===== src/rtl/conv_frame_ctrl.sv =====
// Frame sequencer for the convolutional encoder: frames the upstream bit stream,
// clears the encoder, then issues FRAME_LEN data bits and CONSTRAINT_LEN-1 zero tail bits.
// Optional: define CONV_FRAME_AUTORESTART_EN to run frames back-to-back after one start.
module conv_frame_ctrl #(
    parameter int unsigned FRAME_LEN      = 64,
    parameter int unsigned CONSTRAINT_LEN = 3,
    parameter int unsigned CNT_W          = 16
) (
    input  logic             clk20M_sig,
    input  logic             reset_sig,
    input  logic             start_sig,
    input  logic             in_bit_sig,
    input  logic             in_valid_sig,
    output logic             in_ready_sig,
    output logic             enc_clr_sig,
    output logic             enc_en_sig,
    output logic             enc_bit_sig,
    output logic             sof_sig,
    output logic             eof_sig,
    output logic             busy_sig,
    output logic [CNT_W-1:0] frame_cnt_sig
);

    localparam int unsigned TAIL_LEN = CONSTRAINT_LEN - 1;
    localparam int unsigned BIT_W    = $clog2(FRAME_LEN + 1);
    localparam int unsigned TAIL_W   = (TAIL_LEN > 1) ? $clog2(TAIL_LEN) : 1;

    localparam logic [BIT_W-1:0]  LAST_BIT  = BIT_W'(FRAME_LEN - 1);
    localparam logic [TAIL_W-1:0] LAST_TAIL = TAIL_W'(TAIL_LEN - 1);

    typedef enum logic [1:0] {
        IDLE,
        CLEAR,
        DATA,
        TAIL
    } state_t;

    state_t             state;
    state_t             next_state;
    logic [BIT_W-1:0]   bit_cnt;
    logic [TAIL_W-1:0]  tail_cnt;
    logic [CNT_W-1:0]   frame_cnt;
    logic               enc_en_q;
    logic               enc_bit_q;
    logic               sof_q;
    logic               eof_q;

    logic               accept;
    logic               tail_issue;
    logic               last_tail;

    always_comb begin
        next_state = state;
        accept     = 1'b0;
        tail_issue = 1'b0;
        last_tail  = 1'b0;
        case (state)
            IDLE: begin
                if (start_sig) begin
                    next_state = CLEAR;
                end
            end
            CLEAR: begin
                next_state = DATA;
            end
            DATA: begin
                // in_ready_sig is 1 throughout DATA, so valid alone is an accept
                if (in_valid_sig) begin
                    accept = 1'b1;
                    if (bit_cnt == LAST_BIT) begin
                        next_state = TAIL;
                    end
                end
            end
            TAIL: begin
                tail_issue = 1'b1;
                if (tail_cnt == LAST_TAIL) begin
                    last_tail = 1'b1;
`ifdef CONV_FRAME_AUTORESTART_EN
                    next_state = CLEAR;
`else
                    next_state = IDLE;
`endif
                end
            end
            default: begin
                next_state = IDLE;
            end
        endcase
    end

    always_ff @(posedge clk20M_sig) begin
        if (reset_sig) begin
            state     <= IDLE;
            bit_cnt   <= '0;
            tail_cnt  <= '0;
            frame_cnt <= '0;
            enc_en_q  <= 1'b0;
            enc_bit_q <= 1'b0;
            sof_q     <= 1'b0;
            eof_q     <= 1'b0;
        end else begin
            state     <= next_state;
            enc_en_q  <= accept | tail_issue;
            enc_bit_q <= accept & in_bit_sig;
            sof_q     <= accept & (bit_cnt == '0);
            eof_q     <= last_tail;

            if (state == CLEAR) begin
                bit_cnt <= '0;
            end else if (accept) begin
                bit_cnt <= bit_cnt + BIT_W'(1);
            end

            if (state != TAIL) begin
                tail_cnt <= '0;
            end else begin
                tail_cnt <= tail_cnt + TAIL_W'(1);
            end

            if (last_tail) begin
                frame_cnt <= frame_cnt + CNT_W'(1);
            end
        end
    end

    assign in_ready_sig  = (state == DATA);
    assign enc_clr_sig   = (state == CLEAR);
    assign enc_en_sig    = enc_en_q;
    assign enc_bit_sig   = enc_bit_q;
    assign sof_sig       = sof_q;
    assign eof_sig       = eof_q;
    assign busy_sig      = (state != IDLE) | enc_en_q;
    assign frame_cnt_sig = frame_cnt;

endmodule


===== config.mk =====
export PLATFORM = sky130hd
export DESIGN_NAME = conv_frame_ctrl
export DESIGN_NICKNAME = d
export VERILOG_FILES = /design/src/rtl/conv_frame_ctrl.sv
export SDC_FILE = /design/constraint.sdc
export NUM_CORES = 1
export LEC_CHECK = 0
export ABC_AREA = 1
export CORE_UTILIZATION = 51
export CTS_CLUSTER_SIZE = 28
export DETAILED_ROUTE_END_ITERATION = 8
export PLACE_DENSITY = 0.78
export SYNTH_ARGS = -nofsm -noshare
export SYNTH_HDL_FRONTEND = slang
export SYNTH_SLANG_ARGS = --single-unit

===== constraint.sdc =====
create_clock -name clk20M_sig -period 1.9 [get_ports clk20M_sig]
set_input_delay 0.38 -clock clk20M_sig [delete_from_list [all_inputs] [get_ports clk20M_sig]]
set_output_delay 0.38 -clock clk20M_sig [all_outputs]
set_load 0.01 [all_outputs]

# After elaboration in Yosys (flattened, before gate mapping)
# Cells that the tools add are included.
op_classes:
  bitwise: 4
  addsub: 3
  eq_ne: 9
  muxes: 10
  n_reduce_logical: 6
ops:
  columns: ["operator", "n"]
  rows:
  - ["$add 16x1->16 const B", 1]
  - ["$mux 2", 4]
  - ["$ne 2x2->1 const B", 4]
  - ["$pmux 2 s4", 1]
  - ["$add 7x1->7 const B", 1]
  - ["$eq 7x6->1 const B", 1]
  - ["$logic_not 7->1", 1]
  - ["$mux 1", 5]
  - ["$eq 2x2->1 const B", 2]
  - ["$reduce_and 4->1", 1]
  - ["$reduce_or 2->1", 2]
  - ["$and 1x1->1", 2]
  - ["$eq 2x1->1 const B", 1]
  - ["$logic_not 2->1", 1]
  - ["$ne 2x1->1 const B", 1]
  - ["$or 1x1->1", 2]
  - ["$reduce_bool 2->1", 1]
  - ["$add 1x1->1 const B", 1]
word_totals:
  inputBits: 5
  reg_bits: 30
  word_cells: 40
  output_inout_bits: 23

# Depth between registers and ports, before layout
# Gate-level depths: netlist of run 1.
logic_depth:
  word_depth: 4
  depth_mapped: 10
  ltp_nobuf: 10

# Least setup slack after synthesis of run 1
# No wires, ideal clock.
synth_path:
  path_kind: "register to register"
  startpoint: "register state[0]"
  endpoint: "register bit_cnt[3]"
  arrival_time_ps: 1276
  required_time_ps: 1781
  path_buffers: 0
  stages_incl_launch_ff: 10
  setup_time_ps: 119
  setup_slack_ps: 504
  synth_period_minus_slack_ps: 1396
  cell_sequence: "dfxtp_1 > inv_1 > ha_1 > nand2_2 > inv_2 > nand2_2 > nor2_1 > inv_1 > o21ai_0 > a21oi_1"
synth_via:
  elab_chain_cells: 2
  elab_cells_between_ends: 4
  classes_between: "eq/ne: 2; mux: 1; reduce/logical: 1"
synth_lines:
  columns: ["item", "line", "source"]
  rows:
  - ["start, declared", "38", "state_t state;"]
  - ["start signal, assigned", "103", "state <= next_state;"]
  - ["$eq 2x2->1", null, null]
  - ["net in_ready_sig", "14", "output logic in_ready_sig,"]
  - ["$mux 1", "57", "case (state)"]
  - ["end signal, assigned", "112", "bit_cnt <= bit_cnt + BIT_W'(1);"]
  - ["end, declared", "40", "logic [BIT_W-1:0] bit_cnt;"]
# The timed path passes the listed nets, and every way through them passes these cells.
# A chain may end at the register's enable or synchronous reset.

# Worst setup path after layout of run 1
layout_path:
  startpoint: "register state[0]"
  endpoint: "output in_ready_sig"
layout_via:
  elab_chain_cells: 1
layout_lines:
  columns: ["item", "line", "source"]
  rows:
  - ["$eq 2x2->1", "127", "assign in_ready_sig = (state == DATA);"]
  - ["end, declared", "14", null]
# Every way passes these cells.

==> impl_metrics.toml, run 1 <==
[grt]
overflow = 0
grt_pass1_wl_um = 5130
grt_max_degree = 12
antenna_found_initial = 0
track_usage = 0.213
first_global_vias = 1235

[cts]
clk_pin_slew_ns = 0.09
numCtsBuffers = 5
cts_tree = "built"
cts_setup_buffers = 0
cts.htree.levels = 2
cts_root_buffer = "clkbuf_4"
clk_path_buf_depth = 2
clkLatencyLatePin_ns = 0.33
clock_sinks = 30

[synthesis]
synth_seq_cells = 30
synth_top_area_share = 0.401
synth_area_sq_um = 1500
synthTopCellsByCount = "43 x nand2_1, 36 x nor2_1, 32 x inv_1"
synth.area.top_cells = "dfxtp_1 40%, nand2_1 11%, nor2_1 9.0%"
async_reset_ff_frac = 0
syn-num-nets = 225
post-synth-top-count-cell = "nand2_1"
ys_seq_area_frac = 0.401
synth_edf_count = 0
synth_warnings = 0
synth_cells = 212
ys_types = 22
ys.flop_type = "dfxtp_1"
yosys.area.top_type = "dfxtp_1"
avgSynthCellArea_sq_um = 7.06

[routing]
wl_per_cell_um = 10.6
drtPass1Iterations = 4
vias_per_cell = 5.03
drtIter0Drc = 62
routed-via-count = 1398
ant_nets = 0
drcViolationCount = 0
drt-total-wl_um = 2940

[timing]
timing.final.ws_setup_ns = 0.0475
fin_crit_ns = 1.85
tns_ns = 0
maxSlewViolCount = 0
slew_headroom = 0.737
hold_viol = 0
tightest_slew_ns = 0.392
setup_violations = 0
period_share = 0.975
rsz0062_at_grt = "no"
clock.fmax_mhz = 540
fin_worst_skew_ns = 0.0110

[worst_setup_path]
startpoint_type = "flop"
cp_data_arrival_time_ns = 1.47
crit_path_start = "state[0]"
rr_startpoint = "state[1]"
crit_chain = "inv_4 > ha_4 > clkdlybuf4s50_1"
slowest_stage = "clkdlybuf4s50_1"
crit_fanout = 5
reg2reg_depth = 8
crit_type = "reg -> out"
crit_path_end_kind = "output port"
reg2reg_slack_ns = 0.45
cp_slowest_stage_delay_ns = 0.54
reg2reg_to = "frame_cnt_sig[11]"
cp-endpoint = "in_ready_sig"
crit_required_ns = 1.52

[power_and_ir_drop]
power_frac_clock = 0.296
combinationalPowerShare = 0.259
vdd_drop_max_v = 0.000804
leakagePower_nw = 0.803
p_per_area_nw_per_um2 = 842
power_switching_mw = 0.493
pwr-share-seq = 0.445
swShare = 0.307
p_int_mw = 1.11

[final_layout]
n_antenna_cell = 0
syn_to_final_growth_pct = 27.2
final_nets = 259
stdcell_area_sq_um = 1900
drive_gt1_frac = 0.109
fill_cells = 238

[placed_design]
dp_hpwl_um = 2200
placed_area_sq_um = 1810
gp_congestion = 0.877
port_buffers = 27
place_ws_ns = 0.169

[min_path]
min-delay-start = "bit_cnt[6]"
hold_class = "reg -> reg"

[floorplan]
die-area_sq_um = 3160
rows = 19
ios = 28
core_area_sq_um = 2760
fp.dieW_um = 56.2
initial_core_util = 0.543
die_y_um = 56.2

[run]
maxCapViolCount = 0

[run_status]
status = "complete, no violations"
==> cell usage in the layout, fill, tap and decap left out, drive strengths merged <==
cell	netlist	layout
nand3	14	14
nor3	3	3
clkbuf	0	9
buf	2	2
o21ai	10	10
xnor2	1	1
inv	33	33
ha	8	8
nor2	38	38
a21oi	13	13
dlygate4sd2	0	1
nor3b	2	2
nand4	6	6
or2	1	1
xor2	2	2
and2	1	1
nand2	47	47
clkdlybuf4s50	0	25
o21bai	1	1
dfxtp	30	30
==> registers in the layout, indices dropped and copies added (netlist names) <==
register and flops:
frame_cnt_sig 16, tail_cnt 1, enc_bit_sig 1, sof_sig 1, bit_cnt 7, enc_en_sig 1, state 2, eof_sig 1
==> cell families (layout without fill, tap and decap cells) <==
family / count (synthesis) / in the layout / share of synthesized area
flops: 30 / 30 / 0.401
simple gates: 112 / 112 / 0.341
fa+ha+maj: 8 / 8 / 0.0668
buf+inv: 35 / 70 / 0.0894
xor+xnor: 3 / 3 / 0.0175
compound gates: 24 / 24 / 0.0844
==> final cells by class <==
type | count | area (sq um) | area share
well taps | 31 | 38.8 | 0.0204
multi-input cells | 147 | 776 | 0.407
repair buffers | 29 | 279 | 0.147
clock buffers | 8 | 78.8 | 0.0414
inverters | 33 | 126 | 0.0664
flip-flops and latches | 30 | 606 | 0.318
==> power groups by stage <==
stage,clock network (mW),registers [mW],logic (mW)
6_report,0.474,0.714,0.415
3_5_place_dp,0,0.709,0.412
4_1_cts,0.496,0.707,0.413
3_3_place_gp,0,0.708,0.409
5_1_grt,0.519,0.720,0.464
2_1_floorplan,0,0.709,0.265
==> layer usage <==
metal	vias to the layer above	wire, um	global-route usage
met2	35	1350	0.349
met5	-	0	0
met4	0	58	0.0941
met3	6	146	0.0698
li1	734	-	-
met1	623	1380	0.253
==> critical path: cells and delay by family, from the launching register on <==
family	cells	cell delay, ns
adders and majority gates	1	0.16
buffers and inverters	2	0.62
DFF	1	0.37
==> worst min-delay path by stage <==
stage	to	slack (ns)	cells after the start
after global routing	bit_cnt[6]	0.53	2
after global placement	bit_cnt[6]	0.47	2
after floorplan	bit_cnt[6]	0.45	2
after detailed placement	bit_cnt[6]	0.47	2
after CTS	bit_cnt[6]	0.48	2
final	bit_cnt[6]	0.48	2
==> stage by stage <==
| step | std cells | hold slack (ns) | power [mW] | utilization |
|---|---|---|---|---|
| final | 278 | 0.481 | 1.60 | 0.691 |
| after global routing | 278 | 0.528 | 1.70 | 0.691 |
| after CTS | 278 | 0.483 | 1.62 | 0.690 |
| after detailed placement | 270 | 0.472 | 1.12 | 0.657 |
| after global placement | 270 | 0.471 | 1.12 | 0.657 |
| after floorplan | 212 | 0.450 | 0.974 | - |
==> timing repair <==
| item | CTS | global route |
|---|---|---|
| gates resized for setup | 8 | 4 |
| hold buffers | 0 | 0 |
| setup endpoints to repair | 3 | 2 |
(Power assumes the default switching activity.)
==> inputs of run 2 (changes only) <==
CORE_UTILIZATION = 32   (was 51)
GPL_TIMING_DRIVEN = 1   (was not set)
PLACE_DENSITY = not set   (was 0.78)
==> impl_metrics.toml, run 2 (synthesis gave the netlist of run 1 again) <==
[routing]
drtPass1Iterations = 4
drcViolationCount = 0
drtIter0Drc = 66
ant_nets = 0
wl_per_cell_um = 10.5
vias_per_cell = 4.57
routed-via-count = 1366
drt-total-wl_um = 3130

[power_and_ir_drop]
vdd_drop_max_v = 0.000520
p_per_area_nw_per_um2 = 826
leakagePower_nw = 0.819

[worst_setup_path]
crit_path_end_kind = "output port"
cp_data_arrival_time_ns = 1.43
crit_required_ns = 1.52
startpoint_type = "flop"
crit_fanout = 4
crit_type = "reg -> out"

[floorplan]
ios = 28
rows = 24
fp.dieW_um = 70.4
initial_core_util = 0.339
core_area_sq_um = 4410
die_y_um = 70.4
die-area_sq_um = 4960

[cts]
cts_tree = "built"
clk_pin_slew_ns = 0.06
ctsHoldBuffers = 0
cts.htree.levels = 2
clock_sinks = 30
clkLatencyLatePin_ns = 0.28
clk_path_buf_depth = 2
cts_root_buffer = "clkbuf_8"
cts_setup_buffers = 0
numCtsBuffers = 5

[timing]
maxSlewViolCount = 0
tns_ns = 0
fin_crit_ns = 1.81
rsz0062_at_grt = "no"
clock.fmax_mhz = 552
hold_ws_ns = 0.486
tightest_slew_ns = 0.397
hold_viol = 0
period_share = 0.953
setup_violations = 0
slew_headroom = 0.735
fin_worst_skew_ns = 0.00656

[final_layout]
syn_to_final_growth_pct = 28.6
largest_reg_flops = 16
layout_commonest_cell = "nand2_1"
drive_gt1_frac = 0.0891
layout_common_cells = "43 x nand2_1, 36 x nor2_1, 31 x inv_1"
n_antenna_cell = 0
final_nets = 260
final_util = 0.436

[grt]
grt_max_degree = 13
first_global_vias = 1259
grt_pass1_wl_um = 5490
overflow = 0
track_usage = 0.140
antenna_found_initial = 0

[placed_design]
port_buffers = 27
dp_hpwl_um = 2390
gp_congestion = 0.867

[run_status]
status = "complete, no violations"

[min_path]
hold_class = "reg -> reg"

[run]
maxCapViolCount = 0
[run 2: cell types whose count changed in the layout (fill, tap and decap cells not counted), sizes merged]
cell	change
dlymetal6s2s	+1
clkbuf	-4
clkinv	+2
buf	+1
[run 2: what timing repair did]
action | 4_1_cts | 5_1_grt
resized for setup | 1 | 2
pin swaps | 0 | 0
endpoints found under the hold margin | 0 | 0
setup endpoints to repair | 1 | 3
[run 2: final timing paths]
kind,startpoint,to,slack (ns),cells after the start
worst min-delay path,bit_cnt[6],bit_cnt[6],0.49,2
worst min register to register,bit_cnt[6],bit_cnt[6],0.49,2
worst max register to register,state[0],bit_cnt[3],0.42,10
worst max-delay path,state[1],busy_sig,0.09,5
[run 2: power breakdown]
group,switching [mW],total [mW],internal (mW)
Clock,0.236,0.482,0.245
Combinational,0.224,0.411,0.187
Sequential,0.0310,0.699,0.668
[run 2: layout make-up]
| cell class | count | area [sq um] |
|---|---|---|
| clock buffer | 5 | 68.8 |
| clock inverter | 2 | 10.0 |
| fill | 465 | 2490 |
| inverter | 33 | 124 |
| multi-input combinational | 147 | 763 |
| sequential | 30 | 601 |
| tap | 52 | 65.1 |
| timing repair buffer | 30 | 294 |
[run 2: worst max-delay path: stages, from the launching register on]
cell and delay [ns]:
dfxtp_1 0.33, inv_1 0.10, ha_1 0.14, inv_1 0.04, or2_2 0.25, dlygate4sd2_1 0.28
[run 2: per-layer routing]
layer	GRT usage	part of all wire	vias to the layer above
li1	-	-	735
met1	0.180	0.49	601
met2	0.215	0.45	26
met3	0.0519	0.050	4
met4	0.0467	0.012	0
met5	0	0	-
[run 2: per-stage QoR]
| stage | instance area, sq um | instances | total power, mW | worst slack, ns |
|---|---|---|---|---|
| after floorplan | 1500 | 212 | 0.974 | 0.504 |
| after global placement | 1850 | 292 | 1.14 | 0.178 |
| after detailed placement | 1850 | 292 | 1.14 | 0.163 |
| after CTS | 1920 | 299 | 1.62 | 0.0270 |
| after global routing | 1930 | 299 | 1.71 | 0.00145 |
| final | 1930 | 299 | 1.59 | 0.0885 |
==> inputs of run 3 (changes only) <==
CORE_UTILIZATION = 51   (was 32)
CTS_CLUSTER_DIAMETER = 50   (was not set)
PLACE_DENSITY = 0.78   (was not set)
==> results of run 3 <==
No change in the layout: final DEF, timing and power equal those of run 1.
